`config.mk`:
```
export PLATFORM = sky130hd
export DESIGN_NAME = ex_alu_mdu
export DESIGN_NICKNAME = d
export VERILOG_FILES = /design/src/rtl/ex_pkg.sv /design/src/rtl/mdu_iter.sv /design/src/rtl/ex_alu_mdu.sv
export SDC_FILE = /design/constraint.sdc
export NUM_CORES = 1
export LEC_CHECK = 0
export ABC_AREA = 1
export CORE_MARGIN = 10
export CORE_UTILIZATION = 40
export DETAILED_ROUTE_END_ITERATION = 6
export GPL_TIMING_DRIVEN = 0
export PLACE_DENSITY = 0.7
export SLEW_MARGIN = 15
export SYNTH_ARGS = -nofsm -noshare
export SYNTH_HDL_FRONTEND = slang
export SYNTH_HIERARCHICAL = 1
export SYNTH_SLANG_ARGS = --single-unit
```
`constraint.sdc`:
```
create_clock -name i_clk -period 2.76 [get_ports i_clk]
set_input_delay 0.414 -clock i_clk [delete_from_list [all_inputs] [get_ports i_clk]]
set_output_delay 0.414 -clock i_clk [all_outputs]
set_load 0.01 [all_outputs]
```
`src/rtl/ex_pkg.sv`:
```
// ex_pkg: opcodes, MDU FSM states and opcode-class
// helpers shared by the execute-stage files.
package ex_pkg;

  typedef enum logic [4:0] {
    OP_ADD    = 5'd0,
    OP_SUB    = 5'd1,
    OP_SLL    = 5'd2,
    OP_SLT    = 5'd3,
    OP_SLTU   = 5'd4,
    OP_XOR    = 5'd5,
    OP_SRL    = 5'd6,
    OP_SRA    = 5'd7,
    OP_OR     = 5'd8,
    OP_AND    = 5'd9,
    OP_MUL    = 5'd16,
    OP_MULH   = 5'd17,
    OP_MULHSU = 5'd18,
    OP_MULHU  = 5'd19,
    OP_DIV    = 5'd20,
    OP_DIVU   = 5'd21,
    OP_REM    = 5'd22,
    OP_REMU   = 5'd23
  } alu_op_t;

  typedef enum logic [1:0] {
    S_IDLE = 2'd0,
    S_BUSY = 2'd1,
    S_FIX  = 2'd2
  } mdu_state_t;

  function automatic logic is_alu(input logic [4:0] op);
    return op inside {OP_ADD, OP_SUB, OP_SLL, OP_SLT,
                      OP_SLTU, OP_XOR, OP_SRL, OP_SRA,
                      OP_OR, OP_AND};
  endfunction

  function automatic logic is_mul(input logic [4:0] op);
    return op inside {OP_MUL, OP_MULH, OP_MULHSU, OP_MULHU};
  endfunction

  function automatic logic is_div(input logic [4:0] op);
    return op inside {OP_DIV, OP_DIVU, OP_REM, OP_REMU};
  endfunction

  function automatic logic is_signed_a(input logic [4:0] op);
    return op inside {OP_MULH, OP_MULHSU, OP_DIV, OP_REM};
  endfunction

  function automatic logic is_signed_b(input logic [4:0] op);
    return op inside {OP_MULH, OP_DIV, OP_REM};
  endfunction

endpackage

```
`src/rtl/mdu_iter.sv`:
```
// mdu_iter: magnitude operand/partial registers, counter
// and shift-add / restoring-divide step datapath.
module mdu_iter
  import ex_pkg::*;
#(
  parameter int XLEN           = 32,
  parameter int BITS_PER_CYCLE = 1
) (
  input  logic            i_clk,
  input  logic            i_reset,
  input  logic            i_start,
  input  logic            i_step,
`ifdef EX_MDU_DIV_EN
  input  logic            i_div,
`endif
  input  logic [XLEN-1:0] i_a,
  input  logic [XLEN-1:0] i_b,
  output logic [XLEN-1:0] o_hi,
  output logic [XLEN-1:0] o_lo,
  output logic            o_last
);

  localparam int N  = XLEN / BITS_PER_CYCLE;
  localparam int CW = $clog2(N);

  logic [2*XLEN-1:0] hl_q, hl_d, hl;
  logic [XLEN-1:0]   m_q, m_d;
  logic [CW-1:0]     cnt_q, cnt_d;
`ifdef EX_MDU_DIV_EN
  logic              div_q, div_d;
`endif

  // hi accumulates, lo holds multiplier bits and
  // collects the low product bits as they shift in
  function automatic logic [2*XLEN-1:0] mul_step(
    input logic [2*XLEN-1:0] x,
    input logic [XLEN-1:0]   m
  );
    logic [XLEN:0] t;
    t = {1'b0, x[2*XLEN-1:XLEN]}
      + (x[0] ? {1'b0, m} : '0);
    return {t, x[XLEN-1:1]};
  endfunction

`ifdef EX_MDU_DIV_EN
  // hi is the partial remainder, lo the dividend
  // that turns into the quotient bit by bit
  function automatic logic [2*XLEN-1:0] div_step(
    input logic [2*XLEN-1:0] x,
    input logic [XLEN-1:0]   m
  );
    logic [XLEN:0] t;
    t = x[2*XLEN-1:XLEN-1] - {1'b0, m};
    if (t[XLEN])
      return {x[2*XLEN-2:0], 1'b0};
    return {t[XLEN-1:0], x[XLEN-2:0], 1'b1};
  endfunction
`endif

  // load on start, retire BITS_PER_CYCLE bits per step
  always_comb begin
    hl_d  = hl_q;
    m_d   = m_q;
    cnt_d = cnt_q;
`ifdef EX_MDU_DIV_EN
    div_d = div_q;
`endif
    hl    = hl_q;
    if (i_start) begin
      cnt_d = '0;
`ifdef EX_MDU_DIV_EN
      div_d = i_div;
      hl_d  = {{XLEN{1'b0}}, i_div ? i_a : i_b};
      m_d   = i_div ? i_b : i_a;
`else
      hl_d  = {{XLEN{1'b0}}, i_b};
      m_d   = i_a;
`endif
    end else if (i_step) begin
      for (int k = 0; k < BITS_PER_CYCLE; k++) begin
`ifdef EX_MDU_DIV_EN
        hl = div_q ? div_step(hl, m_q)
                   : mul_step(hl, m_q);
`else
        hl = mul_step(hl, m_q);
`endif
      end
      hl_d  = hl;
      cnt_d = cnt_q + CW'(1);
    end
  end

  // datapath registers
  always_ff @(posedge i_clk) begin
    if (i_reset) begin
      hl_q  <= '0;
      m_q   <= '0;
      cnt_q <= '0;
`ifdef EX_MDU_DIV_EN
      div_q <= 1'b0;
`endif
    end else begin
      hl_q  <= hl_d;
      m_q   <= m_d;
      cnt_q <= cnt_d;
`ifdef EX_MDU_DIV_EN
      div_q <= div_d;
`endif
    end
  end

  assign o_hi   = hl_q[2*XLEN-1:XLEN];
  assign o_lo   = hl_q[XLEN-1:0];
  assign o_last = (cnt_q == CW'(N-1));

endmodule

```
`src/rtl/ex_alu_mdu.sv`:
```
// ex_alu_mdu: single-cycle ALU plus iterative RV32M unit.
// Divide support is built only with EX_MDU_DIV_EN defined.
module ex_alu_mdu
  import ex_pkg::*;
#(
  parameter int XLEN           = 32,
  parameter int BITS_PER_CYCLE = 1
) (
  input  logic            i_clk,
  input  logic            i_reset,
  input  logic            i_valid,
  output logic            o_ready,
  input  logic [4:0]      i_op,
  input  logic [XLEN-1:0] i_a,
  input  logic [XLEN-1:0] i_b,
  input  logic [4:0]      i_rd,
  input  logic            i_flush,
  output logic            o_valid,
  output logic [XLEN-1:0] o_result,
  output logic [4:0]      o_rd,
  output logic            o_illegal
);

  localparam int SHW = $clog2(XLEN);

  mdu_state_t        state_q, state_d;
  logic [4:0]        op_q, op_d;
  logic [4:0]        rd_q, rd_d;
  logic              neg_p_q, neg_p_d;
`ifdef EX_MDU_DIV_EN
  logic              neg_r_q, neg_r_d;
  logic              div0_q, div0_d;
  logic [XLEN-1:0]   quo, rem;
`endif
  logic              valid_q, valid_d;
  logic              ill_q, ill_d;
  logic [XLEN-1:0]   res_q, res_d;
  logic [4:0]        ord_q, ord_d;

  logic              accept, is_m, legal;
  logic              sa, sb, start, step, last;
  logic [XLEN-1:0]   a_mag, b_mag, hi, lo;
  logic [XLEN-1:0]   alu_res, fix_res;
  logic [SHW-1:0]    shamt;
  logic [2*XLEN-1:0] prod;

`ifdef EX_MDU_DIV_EN
  assign is_m = is_mul(i_op) || is_div(i_op);
`else
  assign is_m = is_mul(i_op);
`endif
  assign legal   = is_alu(i_op) || is_m;
  assign o_ready = !i_reset && (state_q == S_IDLE);
  assign accept  = i_valid && o_ready && !i_flush;

  assign sa    = is_signed_a(i_op) && i_a[XLEN-1];
  assign sb    = is_signed_b(i_op) && i_b[XLEN-1];
  assign a_mag = sa ? -i_a : i_a;
  assign b_mag = sb ? -i_b : i_b;
  assign shamt = i_b[SHW-1:0];

  mdu_iter #(
    .XLEN           (XLEN),
    .BITS_PER_CYCLE (BITS_PER_CYCLE)
  ) u_iter (
    .i_clk   (i_clk),
    .i_reset (i_reset),
    .i_start (start),
    .i_step  (step),
`ifdef EX_MDU_DIV_EN
    .i_div   (is_div(i_op)),
`endif
    .i_a     (a_mag),
    .i_b     (b_mag),
    .o_hi    (hi),
    .o_lo    (lo),
    .o_last  (last)
  );

  // single-cycle integer ALU
  always_comb begin
    alu_res = '0;
    unique case (i_op)
      OP_ADD:  alu_res = i_a + i_b;
      OP_SUB:  alu_res = i_a - i_b;
      OP_SLL:  alu_res = i_a << shamt;
      OP_SLT:  alu_res = {{(XLEN-1){1'b0}},
                 $signed(i_a) < $signed(i_b)};
      OP_SLTU: alu_res = {{(XLEN-1){1'b0}},
                 i_a < i_b};
      OP_XOR:  alu_res = i_a ^ i_b;
      OP_SRL:  alu_res = i_a >> shamt;
      OP_SRA:  alu_res = $signed(i_a) >>> shamt;
      OP_OR:   alu_res = i_a | i_b;
      OP_AND:  alu_res = i_a & i_b;
      default: alu_res = '0;
    endcase
  end

  // sign fix-up and half / quotient-remainder select
  always_comb begin
    prod = {hi, lo};
    if (neg_p_q)
      prod = -prod;
    fix_res = (op_q == OP_MUL) ? prod[XLEN-1:0]
                               : prod[2*XLEN-1:XLEN];
`ifdef EX_MDU_DIV_EN
    quo = neg_p_q ? -lo : lo;
    rem = neg_r_q ? -hi : hi;
    if (div0_q)
      quo = '1;
    if (is_div(op_q))
      fix_res = (op_q == OP_DIV || op_q == OP_DIVU)
                ? quo : rem;
`endif
  end

  // handshake, MDU sequencing and result selection
  always_comb begin
    state_d = state_q;
    op_d    = op_q;
    rd_d    = rd_q;
    neg_p_d = neg_p_q;
`ifdef EX_MDU_DIV_EN
    neg_r_d = neg_r_q;
    div0_d  = div0_q;
`endif
    valid_d = 1'b0;
    ill_d   = 1'b0;
    res_d   = res_q;
    ord_d   = ord_q;
    start   = 1'b0;
    step    = 1'b0;
    if (i_flush) begin
      state_d = S_IDLE;
    end else begin
      unique case (state_q)
        S_IDLE: begin
          if (accept && is_m) begin
            start   = 1'b1;
            state_d = S_BUSY;
            op_d    = i_op;
            rd_d    = i_rd;
            neg_p_d = sa ^ sb;
`ifdef EX_MDU_DIV_EN
            neg_r_d = sa;
            div0_d  = (i_b == '0);
`endif
          end else if (accept) begin
            valid_d = 1'b1;
            ill_d   = !legal;
            res_d   = legal ? alu_res : '0;
            ord_d   = i_rd;
          end
        end
        S_BUSY: begin
          step = 1'b1;
          if (last)
            state_d = S_FIX;
        end
        S_FIX: begin
          valid_d = 1'b1;
          res_d   = fix_res;
          ord_d   = rd_q;
          state_d = S_IDLE;
        end
        default: state_d = S_IDLE;
      endcase
    end
  end

  // FSM state and registered outputs
  always_ff @(posedge i_clk) begin
    if (i_reset) begin
      state_q <= S_IDLE;
      op_q    <= '0;
      rd_q    <= '0;
      neg_p_q <= 1'b0;
`ifdef EX_MDU_DIV_EN
      neg_r_q <= 1'b0;
      div0_q  <= 1'b0;
`endif
      valid_q <= 1'b0;
      ill_q   <= 1'b0;
      res_q   <= '0;
      ord_q   <= '0;
    end else begin
      state_q <= state_d;
      op_q    <= op_d;
      rd_q    <= rd_d;
      neg_p_q <= neg_p_d;
`ifdef EX_MDU_DIV_EN
      neg_r_q <= neg_r_d;
      div0_q  <= div0_d;
`endif
      valid_q <= valid_d;
      ill_q   <= ill_d;
      res_q   <= res_d;
      ord_q   <= ord_d;
    end
  end

  assign o_valid   = valid_q;
  assign o_illegal = ill_q;
  assign o_result  = res_q;
  assign o_rd      = ord_q;

endmodule

```
=== Yosys cells after proc, flatten, opt, wreduce, memory -nomap -nowiden ===
Index checks and enable logic that the tools add are counted.
W data, S select, Z words.

* Flip-flop bits (word level): 153
* Bits in latches: 0
* Memory bits (writable): 0
* ROM bits: 0
* Bits of input ports: 78
* Output and inout port bits: 40
* Word-level logic and storage cells: 104
* Memories kept: 0

* Add/subtract/negate cells: 7
* Multiply operators: 0
* Divide/modulo/power cells: 0
* Order comparisons: 2
* Equality and inequality tests: 23
* Shift-type cells: 3
* Muxes and demuxes: 26
* Bitwise operators: 7
* Reductions and logical operators: 24

{| class="wikitable"
|+ Operators by type and width
! cell !! count
|-
| $pmux W32 S10 || 1
|-
| $mux W32 || 9
|-
| $lt A32 B32 Y1 || 2
|-
| $mux W64 || 1
|-
| $neg A32 Y32 || 2
|-
| $neg A64 Y64 || 1
|-
| $pmux W32 S2 || 1
|-
| $eq A5 B5 Y1 const B || 8
|-
| $add A32 B32 Y33 || 1
|-
| $add A32 B32 Y32 || 1
|-
| $and A32 B32 Y32 || 1
|-
| $or A32 B32 Y32 || 1
|-
| $shl A32 B5 Y32 || 1
|-
| $shr A32 B5 Y32 || 1
|-
| $sshr A32 B5 Y32 || 1
|-
| $sub A32 B32 Y32 || 1
|-
| $xor A32 B32 Y32 || 1
|-
| $eq A5 B3 Y1 const B || 4
|-
| $eq A5 B2 Y1 const B || 2
|-
| $eq A5 B4 Y1 const B || 2
|-
| $mux W5 || 2
|-
| $pmux W5 S2 || 1
|-
| $reduce_bool A10 Y1 || 1
|-
| $reduce_bool A4 Y1 || 2
|-
| other kinds (24) || 44
|}

=== Longest topological paths before layout ===
* Depth in word-level cells: 9
* Depth in mapped cells: 20
* Depth with buffers taken out: 18

=== Cells and area by module ===
Netlist, hierarchy kept.

{| class="wikitable"
|+ Modules (own cells, without submodules)
! module !! instances !! cells each !! area each (um2) !! seq. area each (um2)
|-
| ex_alu_mdu || 1 || 3189 || 16056.6 || 1041.0
|-
| mdu_iter || 1 || 1067 || 6538.8 || 2021.9
|}

=== Least setup slack after synthesis ===
No wires, ideal clock.

* Kind: input to register
* Start: in i_b[3]
* End: reg res_q[26] (netlist: o_result[26])
* Library setup time: 0.120 ns
* Data arrival time: 2.524 ns
* Data required time: 2.640 ns
* Setup slack: 0.117 ns
* Stages: 17
* Path buffers: 3
* Cell sequence: clkinv_1 > buf_2 > buf_1 > ha_1 > buf_4 > inv_1 > nand3_1 > nand2_1 > nand2_1 > nand2_1 > nand2_1 > nand2_1 > nand2_1 > a21oi_1 > nor2_1 > o21ai_1 > a21oi_1

* Longest elaborated chain between the ends: 6
* Elaborated cells between the ends (all ways): 10
* Those cells by class: add/sub: 2; shift: 3; mux: 5

{| class="wikitable"
|+ Ends and longest elaborated chain
! item !! RTL line !! text
|-
| start: declaration || ex_alu_mdu.sv:15 || <nowiki>input logic [XLEN-1:0] i_b,</nowiki>
|-
| $sub A32 B32 Y32 (tied with other cells) || ex_alu_mdu.sv:85 || <nowiki>OP_SUB: alu_res = i_a - i_b;</nowiki>
|-
| $pmux W32 S10 * || ex_alu_mdu.sv:83 || <nowiki>unique case (i_op)</nowiki>
|-
| $mux W32 * || ex_alu_mdu.sv:152 || <nowiki>res_d = legal ? alu_res : '0;</nowiki>
|-
| $mux W32 * || ex_alu_mdu.sv:149 || <nowiki>end else if (accept) begin</nowiki>
|-
| $mux W32 * || ex_alu_mdu.sv:139 || <nowiki>if (accept && is_m) begin</nowiki>
|-
| $pmux W32 S2 * || ex_alu_mdu.sv:137 || <nowiki>unique case (state_q)</nowiki>
|-
| end signal: assignment || ex_alu_mdu.sv:198 || <nowiki>res_q <= res_d;</nowiki>
|-
| end: declaration || ex_alu_mdu.sv:37 || <nowiki>logic [XLEN-1:0] res_q, res_d;</nowiki>
|}

Every way passes the cells marked *; elsewhere a longest branch is shown, timed or not. The select of a mux whose other input is x is not followed.
A chain may end at the register's enable or synchronous reset.

=== Final worst setup path ===
* Start: in i_op[4]
* End: reg res_q[8] (netlist: o_result[8])

* Longest elaborated chain between the ends: 7
* Elaborated cells between the ends (all ways): 25
* Those cells by class: eq/ne: 14; mux: 5; reduce/logical: 6

{| class="wikitable"
|+ Ends and longest elaborated chain
! item !! RTL line !! text
|-
| start: declaration || ex_alu_mdu.sv:13 || <nowiki>input logic [4:0] i_op,</nowiki>
|-
| $eq A5 B1 Y1 (tied with other cells) || ex_pkg.sv:33, ex_alu_mdu.sv:83 ||
|-
| $reduce_bool A10 Y1 / $reduce_bool A4 Y1 (equally long branches) || ex_pkg.sv:33, ex_pkg.sv:39 ||
|-
| $logic_or A1 B1 Y1 || ex_alu_mdu.sv:52 || <nowiki>assign legal = is_alu(i_op) || is_m;</nowiki>
|-
| $mux W32 || ex_alu_mdu.sv:152 ||
|-
| $mux W32 || ex_alu_mdu.sv:149 ||
|-
| $mux W32 || ex_alu_mdu.sv:139 ||
|-
| $pmux W32 S2 || ex_alu_mdu.sv:137 ||
|}

Several ways; a longest one is shown, not always the timed one. The select of a mux whose other input is x is not followed.

==> qor.csv <==
stage,metric,value,unit
clocking,Root Driver,sky130_fd_sc_hd__clkbuf_16,
logic_synthesis,Syn Nets,4474,
routing,drt via density,5.91,
worst_setup_path,cell type with the highest occurrence count on the critical path,sky130_fd_sc_hd__inv_2,
clocking,buffer depth of the longest clock path,2,
timing,tightest hold margin,406,ps
timing,Highest Clock Rate,350,MHz
die,Chip Height,258,µm
die,initial core utilization,40.2,%
power_and_ir_drop,Static Leakage,14.0,nW
place,worst-case setup slack after placement,-2520,ps
worst_setup_path,cell with the biggest individual delay on the critical path,sky130_fd_sc_hd__dlygate4sd2_1,
place,final RePlAce weighted congestion,1.11,
logic_synthesis,Syn. warnings,6,
grt,global-route wire length before repair,191000,µm
power_and_ir_drop,switching part of the total,45.5,%
logic_synthesis,biggest area consumer among synthesized cells,sky130_fd_sc_hd__nand2_1,
timing,final worst-path setup slack,-98.9,ps
routing,final routed DRC violation total,0,
power_and_ir_drop,Clk pwr share,29.6,%
die,# rows,87,
timing,max-slew violations,0,
logic_synthesis,mapped cell area,22600,µm²
grt,number of antenna violations at the first check in global routing,9,
logic_synthesis,sequential element share of the synthesized area,13.6,%
cells_and_area,fraction of final layout cells sized beyond drive strength 1,10.7,%
clocking,H-tree depth reported by CTS,4,
timing,Final Skew,19.3,ps
timing,share of the clock period used by the worst path,104,%
logic_synthesis,number of flops mapped to enable cells by yosys,0,
routing,wire length reported by the detailed router,135000,µm
power_and_ir_drop,Comb pwr share,43.0,%
die,total die area,66400,µm²
place,placed wire-length estimate,111000,µm
grt,All-Layer GR Usage,38.7,%
die,area of the core,56200,µm²
outcome,run status,"finished, violations left",
die,Die Width,258,µm
grt,total grt overflow,0,
worst_setup_path,delay of the slowest cell on the worst path,460,ps
worst_setup_path,CP cell instances,dlygate4sd2_1 > inv_2 > nand3_4 > nand2_8 > inv_2 > nor2_4 > buf_6 > o211ai_1 > nand3_1 > o21ai_4 > nand3_2 > nand2_1 > inv_1,
clocking,number of buffers added to fix hold violations after cts,0,
logic_synthesis,"FFs w/ async S/R, synth",0,%
timing,unrepaired setup endpoints after global routing,yes,
power_and_ir_drop,power per standard cell area,317,nW/µm²
outcome,violated checks,setup timing,
place,total of buffers placed on input and output ports,117,
clocking,TritonCTS clock tree,yes,
power_and_ir_drop,Pwr Total,0.00843,W
timing,final setup fails,12,
place,total placed instance area,24700,µm²
logic_synthesis,area share of the largest cell type after synthesis,20.6,%
worst_hold_path,Hold/Removal Path Class,in2reg,
grt,maximum number of pins on one net before global-route repair,19,
cells_and_area,number of nets in the finished design,4645,
power_and_ir_drop,cell-internal power,0.00459,W
logic_synthesis,"Avg Cell Area, Syn",5.31,µm²
worst_setup_path,maximum fanout along the worst path,10,
logic_synthesis,post-synthesis register bit count,153,
timing,worst slew slack as a fraction of its limit,33.5,%
logic_synthesis,leading cell types by total area after synthesis,"sky130_fd_sc_hd__nand2_1, sky130_fd_sc_hd__dfxtp_1, sky130_fd_sc_hd__nand3_1",
clocking,clock-pin slew reported for the worst setup and hold paths after clock tree synthesis,70,ps
routing,Detailed Routing Iterations Pass 1,7,
timing,crit path time final,2860,ps
clocking,worst skew pair latency,460,ps
power_and_ir_drop,Sw Pwr,0.00384,W
cells_and_area,cell area after layout,26600,µm²
timing,transition time at the pin with the least slew margin,994,ps
worst_setup_path,sort of element at the end of the critical path,flop,
clocking,TritonCTS buffer count,17,
worst_setup_path,category of the most critical setup path,in2reg,
worst_setup_path,worst path required time,3120,ps
routing,DR iter-0 viols,4139,
job,max-cap check violation count,0,
logic_synthesis,Cell variety after synth,51,
routing,total number of vias,30700,
worst_setup_path,arrival time of data at the critical path endpoint,3220,ps
routing,routed length per placed instance,26.0,µm
power_and_ir_drop,"IR drop worst, VDD",0.000450,V
die,ports placed on the boundary,118,
logic_synthesis,number of standard cells after synthesis,4256,
logic_synthesis,flip-flop cell with the highest count after synthesis,sky130_fd_sc_hd__dfxtp_1,
power_and_ir_drop,proportion of power drawn by flip-flops and latches,27.4,%
clocking,Sinks on Clock Net,153,
worst_setup_path,nature of the critical path startpoint,input port,
routing,Detail Route Antenna Nets,0,
timing,number of endpoints with negative hold slack in the final report,0,
grt,number of global-route vias before repair,27400,
cells_and_area,synthesis-to-layout area growth,17.6,%
-- sequential cells by signal, indices dropped and copies added, names as in the netlist --
| name | flops |
|---|---|
| u_iter/cnt_q | 5 |
| o_rd | 5 |
| o_result | 32 |
| op_q | 5 |
| rd_q | 5 |
| u_iter/m_q | 32 |
| u_iter/hl_q | 64 |
| o_illegal | 1 |
| neg_p_q | 1 |
| o_valid | 1 |
| state_q | 2 |
-- power by group through the flow --
stage / Combinational (W) / Clock, W / Sequential (W)
finish: 0.00363 / 0.00249 / 0.00231
global route: 0.00381 / 0.00260 / 0.00231
CTS: 0.00331 / 0.00251 / 0.00231
detailed placement: 0.00318 / 0 / 0.00236
global placement: 0.00321 / 0 / 0.00236
floorplan: 0.00182 / 0 / 0.00235
-- cells in the final DEF, fill, tap and decap left out, drive strengths merged, types with 2 or more instances in the layout --
cell type and count:
dlygate4sd2 11, and2 15, nor4 10, xor2 75, o221ai 36, a21boi 3
clkinv 10, diode 4, o22ai 19, nand2 1256, o211ai 22, nand3b 5
clkbuf 121, o21ai 255, xnor2 2, clkinvlp 12, nand4 52, clkdlybuf4s15 11
ha 137, fa 3, a31oi 12, o21a 11, o31ai 2, clkdlybuf4s50 51
or2 6, a21oi 215, nand3 550, buf 138, a211oi 4, dlymetal6s2s 4
inv 566, dfxtp 153, nor2 564, a21o 2, and3 3, nor3 83
o21bai 15
-- cells in the mapped netlist (7+ instances only) --
library cell               count
sky130_fd_sc_hd__a21oi_1     214
sky130_fd_sc_hd__a31oi_1      12
sky130_fd_sc_hd__and2_1       15
sky130_fd_sc_hd__buf_1        13
sky130_fd_sc_hd__buf_2        72
sky130_fd_sc_hd__clkbuf_1     66
sky130_fd_sc_hd__dfxtp_1     153
sky130_fd_sc_hd__ha_1        137
sky130_fd_sc_hd__inv_1       552
sky130_fd_sc_hd__inv_2        17
sky130_fd_sc_hd__nand2_1    1243
sky130_fd_sc_hd__nand2_2      13
sky130_fd_sc_hd__nand3_1     542
sky130_fd_sc_hd__nand3_2       8
sky130_fd_sc_hd__nand4_1      52
sky130_fd_sc_hd__nor2_1      548
sky130_fd_sc_hd__nor2_2        9
sky130_fd_sc_hd__nor2_4        7
sky130_fd_sc_hd__nor3_1       79
sky130_fd_sc_hd__nor4_1        8
sky130_fd_sc_hd__o211ai_1     22
sky130_fd_sc_hd__o21a_1       11
sky130_fd_sc_hd__o21ai_0     238
sky130_fd_sc_hd__o21ai_1      12
sky130_fd_sc_hd__o21bai_1     15
sky130_fd_sc_hd__o221ai_1     36
sky130_fd_sc_hd__o22ai_1      19
sky130_fd_sc_hd__xor2_1       75
-- logic make-up (layout without fill, tap and decap cells) --
kind of cell / count (synthesis) / after routing / share of synthesized area, %
mux: 1 / 1 / 0.0443
xor+xnor: 77 / 77 / 2.98
fa+ha+maj: 140 / 140 / 7.85
other cells: 0 / 4 / 0
simple gates: 2544 / 2544 / 47.6
buf+inv: 742 / 926 / 13.1
compound gates: 599 / 599 / 14.8
flops: 153 / 153 / 13.6
-- stage by stage --
| step | utilization (%) | std cells | TNS, ps |
|---|---|---|---|
| floorplan | - | 4256 | 0 |
| detailed placement | 44.0 | 5129 | -139670 |
| global placement | 44.0 | 5129 | -141540 |
| finish | 47.3 | 5200 | -441 |
| CTS | 46.3 | 5182 | 0 |
| global route | 47.3 | 5197 | -212 |
-- layout make-up --
cell class / instances / area [µm²]
buffer: 166 / 960
antenna: 4 / 10.0
inverter: 574 / 2220
tap: 756 / 946
timing repair buffer: 154 / 1360
clock inverter: 15 / 195
clock buffer: 17 / 425
sequential: 153 / 3060
multi-input combinational: 3361 / 17400
fill: 6452 / 29600
-- what timing repair did --
item,CTS,global route
pin swaps,13,15
resized for setup,367,201
setup endpoints to repair,127,74
cloned,0,1
hold endpoints to repair,0,0
buffers inserted,23,13
-- layer usage --
metal  wire length (µm)  vias up  GRT usage, %
li1                   -    14100             -
met1              56000    14200          52.3
met2              54200     1981          56.6
met3              16200      378          9.45
met4               8430       12          18.5
met5                 83        -             0
-- path summary, 6_finish.rpt --
path                            slack (ps)  depth (start not counted)             to    start
worst max register to register         130                          9    o_result[7]  neg_p_q
worst min-delay path                   410                          3  u_iter/m_q[0]   i_a[0]
worst max-delay path                  -100                         13    o_result[8]  i_op[4]
worst min register to register         450                          2        rd_q[2]  rd_q[2]
-- critical path: cells and delay by family --
| kind | cells | cell delay [ps] |
|---|---|---|
| buffers and inverters | 5 | 1030 |
| and+or+nand+nor | 6 | 960 |
| AOI/OAI and AO/OA | 2 | 790 |
Note: power is estimated with default switching activity, not from simulation.
